===== config.mk =====
export PLATFORM = sky130hd
export DESIGN_NAME = adder_controller_flat
export DESIGN_NICKNAME = d
export VERILOG_FILES = /design/src/rtl/adder_pkg.sv /design/src/rtl/adder_controller_if.sv /design/src/rtl/digit_accumulator.sv /design/src/rtl/adder_controller.sv /design/src/flat_wrapper.sv
export SDC_FILE = /design/constraint.sdc
export NUM_CORES = 1
export LEC_CHECK = 0
export ABC_AREA = 1
export BUFFER_PORTS_ARGS = -buffer_cell sky130_fd_sc_hd__buf_2
export CAP_MARGIN = 20
export CORE_ASPECT_RATIO = 0.6
export CORE_MARGIN = 1.5
export CORE_UTILIZATION = 50
export DETAILED_ROUTE_END_ITERATION = 12
export GPL_TIMING_DRIVEN = 0
export PLACE_DENSITY = 0.77
export REMOVE_ABC_BUFFERS = 1
export SLEW_MARGIN = 15
export SYNTH_ARGS = -nofsm -noshare
export SYNTH_HDL_FRONTEND = slang
export SYNTH_SLANG_ARGS = --single-unit

===== constraint.sdc =====
create_clock -name clk -period 1.9 [get_ports clk]
set_input_delay 0.19 -clock clk [delete_from_list [all_inputs] [get_ports clk]]
set_output_delay 0.19 -clock clk [all_outputs]
set_load 0.1 [all_outputs]

===== src/rtl/adder_pkg.sv =====
// Shared types and constants for the keypad-driven adder sequencer.
// Holds the FSM state enum, key codes, operand/sum widths and a digit test helper.
// Imported by the interface, the digit accumulator and the controller top.
package adder_pkg;

  localparam int OPERAND_W       = 12;
  localparam int SUM_W           = 14;
  localparam int NUM_DIGITS_DEF  = 3;
  localparam int ADD_TIMEOUT_DEF = 16;

  localparam logic [3:0] KEY_PLUS = 4'hA;
  localparam logic [3:0] KEY_EQ   = 4'hB;
  localparam logic [3:0] KEY_CLR  = 4'hC;

  typedef enum logic [2:0] {
    ENTER_A,
    ENTER_B,
    START,
    WAIT,
    DONE,
    ERROR
  } state_t;

  function automatic logic is_digit(input logic [3:0] k);
    return k <= 4'd9;
  endfunction

endpackage


===== src/rtl/adder_controller_if.sv =====
// Bundle between keypad source / adder / display and the adder_controller.
// Inputs to the controller: key_valid, key_code, sum_in, valid_in.
// Outputs from the controller: number1/2, start_suma, result, result_ready, error, display_value.
interface adder_controller_if;
  import adder_pkg::*;

  logic                 key_valid;
  logic [3:0]           key_code;
  logic [OPERAND_W-1:0] number1;
  logic [OPERAND_W-1:0] number2;
  logic                 start_suma;
  logic [SUM_W-1:0]     sum_in;
  logic                 valid_in;
  logic [SUM_W-1:0]     result;
  logic                 result_ready;
  logic                 error;
  logic [SUM_W-1:0]     display_value;

  // Environment side: keypad, adder and display.
  modport master (
    output key_valid, key_code, sum_in, valid_in,
    input  number1, number2, start_suma, result, result_ready, error, display_value
  );

  // Controller side.
  modport slave (
    input  key_valid, key_code, sum_in, valid_in,
    output number1, number2, start_suma, result, result_ready, error, display_value
  );

endinterface


===== src/rtl/digit_accumulator.sv =====
// Builds one binary operand from decimal digits: acc = acc*10 + d, at most NUM_DIGITS digits.
// Ports: clk, reset (async active-low), clr/load/push controls, digit in; acc and count out.
// Priority clr > load > push; pushes beyond NUM_DIGITS digits are dropped.
module digit_accumulator
  import adder_pkg::*;
#(
  parameter  int NUM_DIGITS = NUM_DIGITS_DEF,
  localparam int CNT_W      = $clog2(NUM_DIGITS + 1)
) (
  input  logic                 clk,
  input  logic                 reset,
  input  logic                 clr,
  input  logic                 load,
  input  logic                 push,
  input  logic [3:0]           digit,
  output logic [OPERAND_W-1:0] acc,
  output logic [CNT_W-1:0]     count
);

  logic [OPERAND_W-1:0] digit_ext;
  logic [OPERAND_W-1:0] acc_x10_d;

  assign digit_ext = {{(OPERAND_W-4){1'b0}}, digit};
  // acc*10 as two shifts; cannot overflow because acc <= 99 whenever a push is accepted.
  assign acc_x10_d = (acc << 3) + (acc << 1) + digit_ext;

  always_ff @(posedge clk or negedge reset) begin
    if (!reset) begin
      acc   <= '0;
      count <= '0;
    end else if (clr) begin
      acc   <= '0;
      count <= '0;
    end else if (load) begin
      acc   <= digit_ext;
      count <= CNT_W'(1);
    end else if (push && (count < CNT_W'(NUM_DIGITS))) begin
      acc   <= acc_x10_d;
      count <= count + 1'b1;
    end
  end

endmodule


===== src/rtl/adder_controller.sv =====
// Sequencer between keypad decoder and adder: collects two decimal operands, fires a
// one-cycle start_suma, waits (with timeout) for the adder's valid and holds the sum.
// Ports: clk, reset (async active-low), bus (slave modport of adder_controller_if).
module adder_controller
  import adder_pkg::*;
#(
  parameter int NUM_DIGITS  = NUM_DIGITS_DEF,
  parameter int ADD_TIMEOUT = ADD_TIMEOUT_DEF
) (
  input  logic               clk,
  input  logic               reset,
  adder_controller_if.slave  bus
);

  localparam int CNT_W = $clog2(NUM_DIGITS + 1);
  localparam int TMR_W = $clog2(ADD_TIMEOUT);

  state_t               state, state_next;
  logic [TMR_W-1:0]     timer;
  logic [OPERAND_W-1:0] a_acc, b_acc;
  logic [CNT_W-1:0]     a_count, b_count;
  logic                 a_clr, a_load, a_push;
  logic                 b_clr, b_push;
  logic                 key_digit, key_plus, key_eq, key_clr;
  logic                 timeout;
  logic [SUM_W-1:0]     result_q;
  logic                 result_ready_q;
  logic                 error_q;

  assign key_digit = bus.key_valid && is_digit(bus.key_code);
  assign key_plus  = bus.key_valid && (bus.key_code == KEY_PLUS);
  assign key_eq    = bus.key_valid && (bus.key_code == KEY_EQ);
  assign key_clr   = bus.key_valid && (bus.key_code == KEY_CLR);
  assign timeout   = (timer == TMR_W'(ADD_TIMEOUT - 1));

  digit_accumulator #(.NUM_DIGITS(NUM_DIGITS)) u_acc_a (
    .clk(clk), .reset(reset), .clr(a_clr), .load(a_load), .push(a_push),
    .digit(bus.key_code), .acc(a_acc), .count(a_count)
  );

  digit_accumulator #(.NUM_DIGITS(NUM_DIGITS)) u_acc_b (
    .clk(clk), .reset(reset), .clr(b_clr), .load(1'b0), .push(b_push),
    .digit(bus.key_code), .acc(b_acc), .count(b_count)
  );

  always_ff @(posedge clk or negedge reset) begin
    if (!reset) state <= ENTER_A;
    else        state <= state_next;
  end

  always_comb begin
    state_next = state;
    a_clr      = 1'b0;
    a_load     = 1'b0;
    a_push     = 1'b0;
    b_clr      = 1'b0;
    b_push     = 1'b0;
    if (key_clr) begin
      state_next = ENTER_A;
      a_clr      = 1'b1;
      b_clr      = 1'b1;
    end else begin
      unique case (state)
        ENTER_A: begin
          a_push = key_digit;
          if (key_plus && (a_count != '0)) state_next = ENTER_B;
        end
        ENTER_B: begin
          b_push = key_digit;
          if (key_eq && (b_count != '0)) state_next = START;
        end
        START:   state_next = WAIT;
        WAIT: begin
          // A valid arriving on the last allowed cycle still counts.
          if (bus.valid_in)  state_next = DONE;
          else if (timeout)  state_next = ERROR;
        end
        DONE: begin
          // A digit after a result starts a fresh operand A with that digit.
          if (key_digit) begin
            a_load     = 1'b1;
            b_clr      = 1'b1;
            state_next = ENTER_A;
          end
        end
        ERROR:   state_next = ERROR;
        default: state_next = ENTER_A;
      endcase
    end
  end

  always_ff @(posedge clk or negedge reset) begin
    if (!reset)              timer <= '0;
    else if (state == WAIT)  timer <= timer + 1'b1;
    else                     timer <= '0;
  end

  always_ff @(posedge clk or negedge reset) begin
    if (!reset) begin
      result_q       <= '0;
      result_ready_q <= 1'b0;
      error_q        <= 1'b0;
    end else if (key_clr) begin
      result_q       <= '0;
      result_ready_q <= 1'b0;
      error_q        <= 1'b0;
    end else begin
      if (state == WAIT) begin
        if (bus.valid_in) begin
          result_q       <= bus.sum_in;
          result_ready_q <= 1'b1;
        end else if (timeout) begin
          error_q <= 1'b1;
        end
      end
      if ((state == DONE) && key_digit) result_ready_q <= 1'b0;
    end
  end

  // A clear landing in the START cycle suppresses the pulse so an aborted sum never starts.
  assign bus.start_suma   = (state == START) && !key_clr;
  assign bus.number1      = a_acc;
  assign bus.number2      = b_acc;
  assign bus.result       = result_q;
  assign bus.result_ready = result_ready_q;
  assign bus.error        = error_q;

  always_comb begin
    bus.display_value = '0;
    case (state)
      ENTER_A: bus.display_value = {{(SUM_W-OPERAND_W){1'b0}}, a_acc};
      ENTER_B: bus.display_value = {{(SUM_W-OPERAND_W){1'b0}}, b_acc};
      DONE:    bus.display_value = result_q;
      default: bus.display_value = '0;
    endcase
  end

endmodule


===== src/flat_wrapper.sv =====
// flat-port wrapper written by rule: the top's interface ports become plain ports
module adder_controller_flat import adder_pkg::*;
#(
  parameter int NUM_DIGITS  = NUM_DIGITS_DEF,
  parameter int ADD_TIMEOUT = ADD_TIMEOUT_DEF
)
  (clk, reset, bus_key_valid, bus_key_code, bus_sum_in, bus_valid_in, bus_number1, bus_number2, bus_start_suma, bus_result, bus_result_ready, bus_error, bus_display_value);
  adder_controller_if bus_i ();
  input  logic clk;
  input  logic reset;
  input wire logic [$bits(bus_i.key_valid)-1:0] bus_key_valid;
  input wire logic [$bits(bus_i.key_code)-1:0] bus_key_code;
  input wire logic [$bits(bus_i.sum_in)-1:0] bus_sum_in;
  input wire logic [$bits(bus_i.valid_in)-1:0] bus_valid_in;
  output wire logic [$bits(bus_i.number1)-1:0] bus_number1;
  output wire logic [$bits(bus_i.number2)-1:0] bus_number2;
  output wire logic [$bits(bus_i.start_suma)-1:0] bus_start_suma;
  output wire logic [$bits(bus_i.result)-1:0] bus_result;
  output wire logic [$bits(bus_i.result_ready)-1:0] bus_result_ready;
  output wire logic [$bits(bus_i.error)-1:0] bus_error;
  output wire logic [$bits(bus_i.display_value)-1:0] bus_display_value;
  assign bus_i.key_valid = bus_key_valid;
  assign bus_i.key_code = bus_key_code;
  assign bus_i.sum_in = bus_sum_in;
  assign bus_i.valid_in = bus_valid_in;
  assign bus_number1 = bus_i.number1;
  assign bus_number2 = bus_i.number2;
  assign bus_start_suma = bus_i.start_suma;
  assign bus_result = bus_i.result;
  assign bus_result_ready = bus_i.result_ready;
  assign bus_error = bus_i.error;
  assign bus_display_value = bus_i.display_value;
  adder_controller #(.NUM_DIGITS(NUM_DIGITS), .ADD_TIMEOUT(ADD_TIMEOUT)) u_core (.clk(clk), .reset(reset), .bus(bus_i));
endmodule

* After elaboration in Yosys (flattened, before gate mapping)
Cells that the tools add are included.
Cells by class: order comparisons 3, reduce and logical (&&, ||, !) cells 25, muxes and demuxes 39, equality and inequality tests 14, $add $sub $neg 7
Operator list (number):
- 2-to-1 mux 12 bit | 5
- 2-to-1 mux 14 bit | 3
- case mux 14 bit (3 select lines) | 1
- adder 12 bit | 2
- adder 12 x 4 -> 12 bit | 2
- 2-to-1 mux 3 bit | 6
- case mux 3 bit (6 select lines) | 1
- 2-to-1 mux 1 bit | 17
- equality test 4 bit, second input constant | 4
- nonzero test 2 bit | 6
- logical AND 1 bit | 10
- 2-to-1 mux 2 bit | 5
- inequality test 3 x 1 -> 1 bit, second input constant | 3
- nonzero test 3 bit | 3
- equality test 3 x 2 -> 1 bit, second input constant | 2
- equality test 3 bit, second input constant | 2
- adder 2 x 1 -> 2 bit, second input constant | 2
- adder 4 x 1 -> 4 bit, second input constant | 1
- <= comparator 4 bit, second input constant | 1
- < comparator 2 bit, second input constant | 2
- 2-to-1 mux 4 bit | 1
- inequality test 4 x 2 -> 1 bit, second input constant | 1
- AND reduction 2 bit | 2
- AND reduction 4 bit | 1
- other kinds (5) | 5
Word-level totals: register bits 51, word-level logic and storage cells 97, input port bits 22

* Depth between registers and ports, before layout
word-level depth 8, gate-level depth with buffers 13

* Cells and area by module
Synthesis repeated with hierarchy kept, for this count alone.
Second synthesis, totals: cells, all modules 509, area, all modules 3880.0 um^2
Modules (own cells, without submodules):
- digit_accumulator | instances 2, area an instance 1222.4 um^2, seq. area each 350.3 um^2, cells each 161
- adder_controller | instances 1, area an instance 1435.1 um^2, seq. area each 575.6 um^2, cells each 187

* Worst setup path before layout
No wires, ideal clock.
path type register -> output, from register u_core.u_acc_a.acc[0], to output bus_display_value[0], slack -1.052 ns, data required time 1.710 ns, stages on the path, launching flop included 3, data arrival time 2.762 ns, path through dfrtp_1 inv_1 o221ai_1
Between the ends: cells in the longest elaborated chain, start to end 1
RTL lines:
- from (decl) | RTL line digit_accumulator.sv:16 | output logic [OPERAND_W-1:0] acc,
- from (signal assigned) | RTL line digit_accumulator.sv:35 | acc <= digit_ext;
- case mux 14 bit (3 select lines) | RTL line adder_controller.sv:130 | case (state)
- to (decl) | RTL line flat_wrapper.sv:21 | output wire logic [$bits(bus_i.display_value)-1:0] bus_display_value;
Every way passes these cells.

* Worst setup path in the final report
from register u_core.u_acc_a.acc[0], to register u_core.u_acc_a.acc[6]
Between the ends: cells in the longest elaborated chain, start to end 5
RTL lines:
- adder 12 bit | RTL line digit_accumulator.sv:25 | assign acc_x10_d = (acc << 3) + (acc << 1) + digit_ext;
- adder 12 x 4 -> 12 bit | RTL line digit_accumulator.sv:25
- 2-to-1 mux 12 bit | RTL line digit_accumulator.sv:37 | end else if (push && (count < CNT_W'(NUM_DIGITS))) begin
- 2-to-1 mux 12 bit | RTL line digit_accumulator.sv:34 | end else if (load) begin
- 2-to-1 mux 12 bit | RTL line digit_accumulator.sv:31 | end else if (clr) begin
Every way passes these cells. The select of a mux whose other input is x is not followed. A chain may end at the register's enable or synchronous reset.

==> summary.md <==
| Metric | Value |
|---|---|
| Count of TritonRoute iterations in the first routing pass | 5 |
| Iteration-0 DRC count of the detailed router | 343 |
| Die boundary width | 114 µm |
| Highest achievable clock rate | 483 MHz |
| Type of the worst min-delay path | in2reg |
| GR Util All Layers | 0.284 |
| Required time at the worst-slack endpoint | 2110 ps |
| Vias per std cell | 5.72 |
| Worst setup EP type | flip-flop |
| Number of I/O port buffers | 76 |
| Arrival time of data at the critical path endpoint | 2280 ps |
| Setup clock skew after layout | 9.03 ps |
| Count of antenna diodes in the layout | 0 |
| Synthesized area per cell | 7.44 µm² |
| Yosys cell types | 30 |
| Wire per inst | 17.2 µm |
| Outcome | finished with violations |
| Vias in the first global route | 3732 |
| Slew at the pin with the worst max-slew slack | 521 ps |
| Initial antenna violation count | 0 |
| Global route total overflow | 0 |
| Site Rows | 24 |
| Ratio of cells with drive above 1 in the final layout | 0.319 |
| Die area | 7950 µm² |
| Hold Worst Slack | 138 ps |
| Starting density of the core | 0.514 |
| Highest net fanout along the worst path | 3 |
| Share of the clock period used by the worst path | 1.09 |
| DR DRC count | 0 |
| Height of the die | 69.7 µm |
| Clock-pin slew on the worst setup and hold paths | 70 ps |
| Num CTS Buffers | 5 |
| Wire length of the first global-routing pass | 17800 µm |
| Worst slack, placed | -727 ps |
| Number of nets in the layout | 681 |
| Cell count after synthesis | 498 |
| Maximum number of pins on one net before global-route repair | 31 |
| Deepest clock path buffer count | 2 |
| Antenna-violating nets left | 0 |
| Violated checks | negative setup slack |
| Standard cell core area | 7210 µm² |
| Clock latency on the worst-skew pair | 290 ps |
| Classification of the worst setup path | reg2reg |
| Pins over their slew limit | 0 |
| Final setup violation count | 23 |
| Post-DP HPWL | 7640 µm |
| YS warnings | 0 |
| Headroom to the max-slew limit | 0.653 |
| Synth-to-layout area growth | 38.3% |
| Number of clock sinks | 51 |
| Portion of the post-synthesis area used by sequential elements | 0.344 |
| Number of H-tree levels | 2 |
| Final Critical Period | 2070 ps |
| Clock tree from TritonCTS | done |
| IO Count | 77 |
| Clock tree root driver cell | clkbuf_16 |
| Startpoint type of the worst setup path | flip-flop |
| Synthesized cell area | 3710 µm² |
| DR vias | 4041 |
| RSZ-0062 raised after global routing | yes |
| Count of final hold-check violations | 0 |
| Placer Congestion | 0.901 |
| Detailed-route wire length | 12100 µm |
| Number of violations of the max-capacitance limit | 0 |
| Number of flip-flops and latches in the synthesized netlist | 51 |
| Worst setup margin | -172 ps |
[logic make-up (layout without fill, tap and decap cells)]
kind of cell / Yosys count / after routing / share of synthesized area
xor gates and xnor gates: 6 / 6 / 0.0142
buffers and inverters: 87 / 201 / 0.0918
and+or+nand+nor: 243 / 246 / 0.285
DFF: 51 / 51 / 0.344
adders and majority gates: 45 / 45 / 0.160
AOI/OAI and AO/OA: 66 / 66 / 0.104
[routing by layer]
| layer | vias to the layer above | global-route usage | routed length, µm |
|---|---|---|---|
| met4 | 0 | 0.0986 | 478 |
| met5 | - | 0 | 0 |
| met2 | 226 | 0.461 | 5670 |
| li1 | 1868 | - | - |
| met3 | 57 | 0.0551 | 1080 |
| met1 | 1890 | 0.380 | 4920 |
[worst max-delay path, cell delays in order (launching register included)]
cell and delay [ps]:
dfrtp_1 390, inv_2 70, fa_2 500, fa_2 420
o21ai_4 230, xor2_1 170, nand2_1 100, o21ai_1 100
[synthesized netlist by cell type, drive strengths merged]
cell | instances | area [µm²]
o2111ai | 1 | 8.76
nand3 | 49 | 250
nor3 | 2 | 21.3
o22ai | 1 | 6.26
nand2 | 153 | 584
inv | 79 | 297
xor2 | 2 | 17.5
a21oi | 16 | 80.1
nor2 | 28 | 123
nand4 | 3 | 18.8
nand3b | 8 | 60.1
xnor2 | 4 | 35.0
o21a | 3 | 22.5
o211ai | 4 | 30.0
ha | 41 | 513
clkbuf | 3 | 11.3
dfrtp | 51 | 1280
o21ai | 32 | 160
o221ai | 9 | 78.8
buf | 5 | 32.5
fa | 4 | 80.1
[registers in the layout (all words and copies together), names as in the netlist]
signal,count
u_core.bus.result,14
u_core.u_acc_a.acc,12
u_core.u_acc_b.acc,12
u_core.timer,4
u_core.state,3
u_core.u_acc_a.count,2
u_core.u_acc_b.count,2
u_core.bus.error,1
u_core.bus.result_ready,1
[cell usage in the layout, fill, tap and decap left out, types with 5 or more instances in the layout]
master	n
o21ai_1	15
buf_6	7
o221ai_2	6
inv_2	12
dfrtp_1	48
a21oi_1	13
nand3_4	5
nand3_1	41
o21ai_0	16
nand3b_1	8
inv_1	63
clkbuf_16	5
nand2_1	136
nor2_1	23
nand2_2	12
buf_2	62
buf_4	36
ha_1	35
nand2_4	5
[worst paths after layout]
check                                      startpoint                    end  slack (ps)  depth (start not counted)
worst max-delay path            u_core.u_acc_a.acc[0]  u_core.u_acc_a.acc[6]        -170                          7
worst min-delay path                   bus_sum_in[13]  u_core.bus.result[13]         140                          3
worst max register to register  u_core.u_acc_a.acc[0]  u_core.u_acc_a.acc[6]        -170                          7
worst min register to register        u_core.timer[0]        u_core.timer[0]         470                          1
max in group asynchronous                       reset  u_core.u_acc_a.acc[3]         930                          3
min in group asynchronous                       reset   u_core.bus.result[3]         400                          2
[cell type report]
| type | count | area (µm²) |
|---|---|---|
| clock buffer | 8 | 156 |
| tap | 91 | 114 |
| timing repair buffer | 114 | 802 |
| inverter | 79 | 315 |
| fill | 530 | 2080 |
| sequential | 51 | 1280 |
| multi-input combinational | 363 | 2460 |
[per-stage QoR]
step	TNS (ps)	cells	utilization	cell area, µm²
after floorplan	-27290	490	-	3660
after global placement	-20210	657	0.577	4160
after detailed placement	-18390	659	0.580	4180
after CTS	-525	684	0.665	4790
after global routing	-3360	706	0.711	5120
final	-1610	706	0.711	5120
[what timing repair did]
item | CTS | global route
gates cloned | 1 | 2
hold buffers | 1 | 0
buffers inserted | 15 | 20
endpoints found under the setup margin | 54 | 50
resized for setup | 80 | 41
hold endpoints to repair | 21 | 0
pin swaps | 25 | 24
Power is left out: the tool's default activity adds up to more than one toggle a clock period on the data nets, which glitch-free logic cannot reach.
